<file path="config.mk">
export PLATFORM = sky130hd
export DESIGN_NAME = mmio_region_router
export DESIGN_NICKNAME = d
export VERILOG_FILES = /design/src/rtl/mmio_pkg.sv /design/src/rtl/mmio_addr_decode.sv /design/src/rtl/mmio_region_router.sv
export SDC_FILE = /design/constraint.sdc
export NUM_CORES = 1
export LEC_CHECK = 0
export CAP_MARGIN = 20
export CELL_PAD_IN_SITES_DETAIL_PLACEMENT = 1
export CELL_PAD_IN_SITES_GLOBAL_PLACEMENT = 1
export CORE_MARGIN = 4
export CORE_UTILIZATION = 24
export CTS_CLUSTER_DIAMETER = 200
export DETAILED_ROUTE_END_ITERATION = 10
export PLACE_DENSITY_LB_ADDON = 0.12
export SYNTH_ARGS = -nofsm -noshare
export SYNTH_HDL_FRONTEND = slang
export SYNTH_HIERARCHICAL = 1
export SYNTH_SLANG_ARGS = --single-unit
</file>
<file path="constraint.sdc">
create_clock -name clk -period 5.37 [get_ports clk]
set_clock_uncertainty 0.15 [all_clocks]
set_input_delay 1.074 -clock clk [delete_from_list [all_inputs] [get_ports clk]]
set_output_delay 1.074 -clock clk [all_outputs]
set_load 0.05 [all_outputs]
</file>
<file path="src/rtl/mmio_pkg.sv">
// ---------------------------------------------------------------------------
// mmio_pkg
// Shared types and constants for the data-side MMIO region router.
//   state_t      : router FSM states (idle, waiting on a channel, abort retire)
//   resp_sel_t   : source selected for mem_dout in the cycle after completion
//   DEF_*        : default MMIO window base and error read data
//   RAM_REGION_* : upper address halves that map to kernel / program RAM
// ---------------------------------------------------------------------------
package mmio_pkg;

    typedef enum logic [1:0] {
        ST_IDLE    = 2'd0,
        ST_CH_WAIT = 2'd1,
        ST_ABORT   = 2'd2
    } state_t;

    // RESP_NONE only exists so mem_dout reads as zero straight out of reset.
    typedef enum logic [1:0] {
        RESP_NONE = 2'd0,
        RESP_RAM  = 2'd1,
        RESP_CH   = 2'd2,
        RESP_ERR  = 2'd3
    } resp_sel_t;

    localparam logic [31:0] DEF_MMIO_BASE = 32'haaaaa000;
    localparam logic [31:0] DEF_ERR_DATA  = 32'hdeadbeef;

    localparam logic [15:0] RAM_REGION_KERNEL = 16'h0000;
    localparam logic [15:0] RAM_REGION_PROG   = 16'h0001;

    function automatic logic is_ram_region(input logic [15:0] upper);
        return (upper == RAM_REGION_KERNEL) || (upper == RAM_REGION_PROG);
    endfunction

endpackage

</file>
<file path="src/rtl/mmio_addr_decode.sv">
// ---------------------------------------------------------------------------
// mmio_addr_decode
// Purely combinational address decode for the MMIO region router.
// Ports:
//   addr     in  32      byte address from the core
//   ram_hit  out 1       address lies in kernel or program RAM
//   ch_hit   out N_CH    one-hot channel window hit
//   unmapped out 1       neither RAM nor any channel window
// ---------------------------------------------------------------------------
module mmio_addr_decode
    import mmio_pkg::*;
#(
    parameter int unsigned N_CH      = 4,
    parameter int unsigned CH_STRIDE = 'h400,
    parameter logic [31:0] MMIO_BASE = DEF_MMIO_BASE
) (
    input  logic [31:0]     addr,
    output logic            ram_hit,
    output logic [N_CH-1:0] ch_hit,
    output logic            unmapped
);

    // Window bounds are compared in 64 bits so a window set that ends at or
    // past 4 GiB cannot wrap around and alias low addresses.
    logic [63:0] addr_ext;

    assign addr_ext = {32'd0, addr};

    always_comb begin
        ram_hit = is_ram_region(addr[31:16]);
        ch_hit  = '0;
        for (int k = 0; k < int'(N_CH); k++) begin
            if (!ram_hit &&
                (addr_ext >= (64'(MMIO_BASE) + 64'(k) * 64'(CH_STRIDE))) &&
                (addr_ext <  (64'(MMIO_BASE) + 64'(k + 1) * 64'(CH_STRIDE)))) begin
                ch_hit[k] = 1'b1;
            end
        end
        unmapped = !ram_hit && (ch_hit == '0);
    end

endmodule

</file>
<file path="src/rtl/mmio_region_router.sv">
// ---------------------------------------------------------------------------
// mmio_region_router
// Routes core load/store accesses to cached RAM or one of N_CH MMIO
// channels, stalling the core while RAM is busy or a channel has not
// acknowledged, and aborting channel accesses after TIMEOUT hold cycles.
// Ports:
//   clk, rst_n            clock, asynchronous active-low reset
//   mem_rea/mem_wea       core read / write request (stable while held)
//   mem_en, mem_addr      byte enables, byte address
//   mem_din               write data
//   mem_dout              read data, valid the cycle after completion
//   mem_hold              stall to the core
//   mem_err               one-cycle error pulse aligned with mem_dout
//   err_cnt               saturating count of error pulses
//   ram_en, ram_we        RAM strobe and byte write enables
//   ram_dout, ram_busy    RAM read data (1-cycle latency), cache not ready
//   ch_req                per-channel request, level until ack or abort
//   ch_we/ch_addr/ch_wdata channel write qualifier, window offset, data
//   ch_rdata, ch_ack      per-channel read data and acknowledge
// ---------------------------------------------------------------------------
module mmio_region_router
    import mmio_pkg::*;
#(
    parameter int unsigned N_CH      = 4,
    parameter int unsigned CH_STRIDE = 'h400,
    parameter logic [31:0] MMIO_BASE = DEF_MMIO_BASE,
    parameter int unsigned TIMEOUT   = 64,
    parameter logic [31:0] ERR_DATA  = DEF_ERR_DATA,
    localparam int unsigned AW       = (CH_STRIDE > 1) ? $clog2(CH_STRIDE) : 1
) (
    input  logic                 clk,
    input  logic                 rst_n,
    input  logic                 mem_rea,
    input  logic                 mem_wea,
    input  logic [3:0]           mem_en,
    input  logic [31:0]          mem_addr,
    input  logic [31:0]          mem_din,
    output logic [31:0]          mem_dout,
    output logic                 mem_hold,
    output logic                 mem_err,
    output logic [7:0]           err_cnt,
    output logic                 ram_en,
    output logic [3:0]           ram_we,
    input  logic [31:0]          ram_dout,
    input  logic                 ram_busy,
    output logic [N_CH-1:0]      ch_req,
    output logic                 ch_we,
    output logic [AW-1:0]        ch_addr,
    output logic [31:0]          ch_wdata,
    input  logic [32*N_CH-1:0]   ch_rdata,
    input  logic [N_CH-1:0]      ch_ack
);

    localparam int unsigned CW = $clog2(TIMEOUT + 1);

    state_t          state;
    state_t          next_state;
    logic [CW-1:0]   wait_cnt;
    logic [CW-1:0]   cnt_inc;
    logic [N_CH-1:0] cur_ch;
    resp_sel_t       resp_sel;
    logic [31:0]     ch_data;

    logic            req;
    logic            ram_hit;
    logic            unmapped;
    logic [N_CH-1:0] ch_hit;
    logic [N_CH-1:0] active_ch;
    logic            ack_hit;
    logic [31:0]     ack_rdata;
    logic            done_ram;
    logic            done_err;

    mmio_addr_decode #(
        .N_CH      (N_CH),
        .CH_STRIDE (CH_STRIDE),
        .MMIO_BASE (MMIO_BASE)
    ) u_decode (
        .addr     (mem_addr),
        .ram_hit  (ram_hit),
        .ch_hit   (ch_hit),
        .unmapped (unmapped)
    );

    // Gating with rst_n makes every strobe and ch_req drop the instant reset
    // asserts, even though the core may still be presenting its request.
    assign req = rst_n & (mem_rea | mem_wea);

    // The channel being driven this cycle: the fresh decode while idle, the
    // latched channel while waiting, nothing during the abort retire cycle.
    always_comb begin
        active_ch = '0;
        if (state == ST_IDLE && req) begin
            active_ch = ch_hit;
        end else if (state == ST_CH_WAIT) begin
            active_ch = cur_ch;
        end
    end

    // Acks from channels that are not being requested are masked off here.
    assign ack_hit = |(active_ch & ch_ack);

    always_comb begin
        ack_rdata = '0;
        for (int k = 0; k < int'(N_CH); k++) begin
            if (active_ch[k]) begin
                ack_rdata = ack_rdata | ch_rdata[k*32 +: 32];
            end
        end
    end

    assign ch_req   = active_ch;
    assign ch_we    = mem_wea & (|active_ch);
    assign ch_addr  = mem_addr[AW-1:0];
    assign ch_wdata = mem_din;

    // wait_cnt counts CH_WAIT cycles already spent; together with the hold
    // in the IDLE decode cycle, reaching TIMEOUT-1 here means TIMEOUT holds.
    assign cnt_inc = wait_cnt + CW'(1);

    always_ff @(posedge clk or negedge rst_n) begin
        if (!rst_n) begin
            state <= ST_IDLE;
        end else begin
            state <= next_state;
        end
    end

    always_comb begin
        next_state = state;
        case (state)
            ST_IDLE: begin
                if (req && (ch_hit != '0) && !ack_hit) begin
                    next_state = (TIMEOUT <= 1) ? ST_ABORT : ST_CH_WAIT;
                end
            end
            ST_CH_WAIT: begin
                if (ack_hit) begin
                    next_state = ST_IDLE;
                end else if (cnt_inc == CW'(TIMEOUT - 1)) begin
                    next_state = ST_ABORT;
                end
            end
            ST_ABORT: begin
                next_state = ST_IDLE;
            end
            default: begin
                next_state = ST_IDLE;
            end
        endcase
    end

    always_comb begin
        mem_hold = 1'b0;
        ram_en   = 1'b0;
        ram_we   = '0;
        case (state)
            ST_IDLE: begin
                if (req && ram_hit) begin
                    if (ram_busy) begin
                        mem_hold = 1'b1;
                    end else begin
                        ram_en = 1'b1;
                        ram_we = mem_wea ? mem_en : 4'b0000;
                    end
                end else if (req && !unmapped) begin
                    mem_hold = ~ack_hit;
                end
            end
            ST_CH_WAIT: begin
                mem_hold = ~ack_hit;
            end
            default: begin
                mem_hold = 1'b0;
            end
        endcase
    end

    always_ff @(posedge clk or negedge rst_n) begin
        if (!rst_n) begin
            wait_cnt <= '0;
            cur_ch   <= '0;
        end else begin
            if (state == ST_CH_WAIT && next_state == ST_CH_WAIT) begin
                wait_cnt <= cnt_inc;
            end else begin
                wait_cnt <= '0;
            end
            if (state == ST_IDLE) begin
                cur_ch <= ch_hit;
            end
        end
    end

    assign done_ram = (state == ST_IDLE) && req && ram_hit && !ram_busy;
    assign done_err = ((state == ST_IDLE) && req && unmapped) || (state == ST_ABORT);

    // Response select only moves on a completed access, so mem_dout keeps
    // pointing at the last source while the core is idle.
    always_ff @(posedge clk or negedge rst_n) begin
        if (!rst_n) begin
            resp_sel <= RESP_NONE;
            ch_data  <= '0;
            mem_err  <= 1'b0;
            err_cnt  <= '0;
        end else begin
            mem_err <= done_err;
            if (done_ram) begin
                resp_sel <= RESP_RAM;
            end else if (ack_hit) begin
                resp_sel <= RESP_CH;
                ch_data  <= ack_rdata;
            end else if (done_err) begin
                resp_sel <= RESP_ERR;
            end
            if (done_err && (err_cnt != 8'hff)) begin
                err_cnt <= err_cnt + 8'd1;
            end
        end
    end

    // RAM data is not registered here: the RAM already has one cycle of
    // read latency, so passing ram_dout through lines it up with completion.
    always_comb begin
        case (resp_sel)
            RESP_RAM: mem_dout = ram_dout;
            RESP_CH:  mem_dout = ch_data;
            RESP_ERR: mem_dout = ERR_DATA;
            default:  mem_dout = '0;
        endcase
    end

endmodule

</file>
==> flow_metrics.env <==
export IMPL_grt_overflow_total=0
export IMPL_synth_top_area_cell="dfrtp_1"
export IMPL_fin_crit_sh_pct=97.7
export IMPL_setup_viol=0
export IMPL_rsz0062_at_grt="no"
export IMPL_fmax_mhz=191
export IMPL_reg2reg_setup_slack_ns=2.53
export IMPL_min_path_type="flop to flop"
export IMPL_yosysWarnings=6
export IMPL_layout_nets=1009
export IMPL_grt_total_usage_pct=21.0
export IMPL_io_pins=331
export IMPL_yosys_area_top_type_share_pct=29.9
export IMPL_dieWidth_um=148
export IMPL_cp_cell_sequence="clkdlybuf4s50_1 > or4_4 > or4_4 > nor4_1 > a22oi_1 > a211oi_1 > or2_2 > o211ai_1 > buf_4"
export IMPL_synthXorXnorAreaFrac_pct=1.87
export IMPL_status="finished, final reports clean"
export IMPL_place_gp_congestion=0.788
export IMPL_viasPerCell=5.44
export IMPL_first_iter_violations=278
export IMPL_cts_tree="done"
export IMPL_leakage_uw=0.00265
export IMPL_final_hold_viol_count=0
export IMPL_synth_cell_types=53
export IMPL_top_layer_used="met4"
export IMPL_insertion_delay_ns=0.31
export IMPL_worstPathArrival_ns=4.02
export IMPL_start_util_pct=24.7
export IMPL_min_period_ns=5.25
export IMPL_synth_compound_area_share_pct=34.9
export IMPL_ys_async_sr_fraction_pct=100
export IMPL_drv_slew=0
export IMPL_fillers=2245
export IMPL_route_detailed_drc=0
export IMPL_setup_tns_final_ns=0
export IMPL_crit_type="primary input to output port"
export IMPL_die_h_um=148
export IMPL_antenna_found_initial=1
export IMPL_grt_pass1_wl_um=36100
export IMPL_dieArea_um2=21800
export IMPL_cp_start_kind="primary input"
export IMPL_cts_max_level=2
export IMPL_syn_num_nets=830
export IMPL_cp_end_kind="output port"
export IMPL_synth_edf_count=0
export IMPL_synth_fa_ha_area_share_pct=0.801
export IMPL_muxShareOfSynthArea_pct=0.240
export IMPL_critPathRequiredTime_ns=4.15
export IMPL_p_total_uw=1310
export IMPL_clkSlewWorstSetupHoldPaths_ns=0.08
export IMPL_synth_area_top_cells="dfrtp_1 30%, buf_4 6.7%, a21oi_1 6.5%, o32ai_1 6.2%, a221oi_1 6.0%"
export IMPL_wl_per_cell_um=23.2
export IMPL_cts_root_buffer="clkbuf_16"
export IMPL_ys_ff_latch=56
export IMPL_cp_max_fo=5
export IMPL_cts_made_buffers=5
export IMPL_max_cap_violations=0
export IMPL_grt_start_max_net_pins=58
export IMPL_r2r_start="state[1]"
export IMPL_clk_path_buf_depth=2
export IMPL_r2r_end="ch_data[27]"
export IMPL_first_pass_iters=5
export IMPL_io_buffers=246
export IMPL_min_path_cells=2
export IMPL_dp_hpwl_um=17000
export IMPL_netlist_area_um2=4690
export IMPL_cpMostUsedCell="or4_4"
export IMPL_met2_length_um=11700
export IMPL_grt_pass1_vias=6248
export IMPL_peakVddDrop_mv=0.102
export IMPL_synth_top_family_by_area="compound AO/OA/AOI/OAI gates"
export IMPL_slew_headroom_pct=29.4
export IMPL_worst_pin_slew_ns=1.06
export IMPL_vias=5608
export IMPL_critPathSlowestCell="or4_4"
export IMPL_hp_start="ch_data[30]"
export IMPL_row_count=50
export IMPL_core_area_um2=19000
export IMPL_synthTopCellsByCount="61 x a21oi_1, 59 x nor2_1, 56 x dfrtp_1"
export IMPL_synth_seq_area_share_pct=29.9
export IMPL_reg2reg_depth=5
export IMPL_synthToLayoutAreaGrowth_pct=57.9
export IMPL_cpPeakStageDelay_ns=0.59
export IMPL_drive_gt1_share_pct=8.31
export IMPL_clock_sinks=56
export IMPL_met1_length_um=9840
export IMPL_yosys_area_share_simple_pct=17.2
export IMPL_powerDensity_nw_per_um2=177
export IMPL_avgSynthCellArea_um2=7.94
export IMPL_synth_ff_type="dfrtp_1"
export IMPL_synthCells=590
export IMPL_drt_total_wl_um=23900
export IMPL_ant_nets=0
export IMPL_post_synth_top_count_cell="a21oi_1"
export IMPL_route_met3_wl_um=1670
export IMPL_post_cts_buffers=0
export IMPL_whs_endpoint="ch_data[30]"
layout make-up:
cell class / instances / area, um^2 / area share, %
sequential: 56 / 1400 / 19.0
tap: 260 / 325 / 4.40
inverter: 36 / 136 / 1.84
multi-input combinational: 398 / 2610 / 35.3
antenna: 1 / 2.50 / 0.0338
timing repair buffer: 272 / 2750 / 37.2
clock buffer: 5 / 125 / 1.69
clock inverter: 3 / 47.5 / 0.642
placed cells by master, fill, tap and decap left out, types with 3 or more instances in the layout:
cell             netlist  layout
clkdlybuf4s50_1        0     234
and3_1                 7       7
a22o_1                 8       8
dfrtp_1               56      55
nand3_1                8       8
nor2_1                59      59
buf_4                 42      27
nor2b_1                5       5
or4_4                  3       3
a32oi_1               32      32
a22oi_1               36      36
buf_12                 0      10
clkbuf_16              0       5
nor4_2                 2       4
nor3_1                 6       6
a21oi_1               61      61
ha_1                   3       3
xor2_1                 8       8
nand2_1               50      50
o32ai_1               33      33
nand4_1                3       3
a221oi_1              32      32
inv_1                 35      35
logic make-up (layout without fill, tap and decap cells):
| family | after synthesis | count (layout) |
|---|---|---|
| AOI/OAI and AO/OA | 220 | 220 |
| other | 0 | 1 |
| and+or+nand+nor | 164 | 164 |
| xor gates and xnor gates | 10 | 10 |
| muxes | 1 | 1 |
| DFF | 56 | 56 |
| buffers and inverters | 136 | 316 |
| adders and majority gates | 3 | 3 |
worst max-delay path, delay by kind of cell:
kind / cells / cell delay [ns]
AND/OR/NAND/NOR: 4 / 1.76
AO/OA/AOI/OAI: 3 / 0.56
buffers and inverters: 2 / 0.62
flip-flops by register name (all words and copies together) (netlist names):
signal,flops
resp_sel,2
wait_cnt,7
cur_ch,4
state,2
mem_err,1
err_cnt,8
ch_data,32
worst max-delay path by stage:
stage | from | cells past startpoint | end
3_5_place_dp | mem_addr[28] | 9 | mem_hold
6_report | mem_addr[28] | 9 | mem_hold
3_3_place_gp | mem_addr[28] | 9 | mem_hold
2_1_floorplan | mem_addr[26] | 8 | mem_hold
4_1_cts | mem_addr[28] | 9 | mem_hold
5_1_grt | mem_addr[28] | 9 | mem_hold
layer usage:
metal | vias to the layer above | global-route usage, %
met3 | 52 | 5.06
met5 | - | 0
met4 | 0 | 6.99
met2 | 234 | 36.2
li1 | 2540 | -
met1 | 2782 | 25.7
power breakdown:
| part | leakage, uW | total [uW] | internal [uW] | switching, uW |
|---|---|---|---|---|
| logic | 0.00196 | 400 | 206 | 195 |
| clock network | 0.0000840 | 402 | 223 | 179 |
| registers | 0.000609 | 505 | 461 | 44.1 |
per-stage QoR:
stage,cell area [um^2],hold WS [ns],setup slack [ns],std cells,utilization [%]
floorplan,4690,0.316,0.0679,590,-
global placement,7220,0.328,0.200,1022,38.1
detailed placement,7220,0.353,0.162,1022,38.1
CTS,7390,0.365,0.152,1030,39.0
global route,7400,0.395,0.00811,1031,39.0
finish,7400,0.371,0.124,1031,39.0
repair_timing:
action                     in CTS  in global routing
gates resized for setup         0                  1
setup endpoints to repair       0                  1
hold endpoints to repair        0                  0
hold buffers                    0                  0
(Power assumes the default switching activity.)
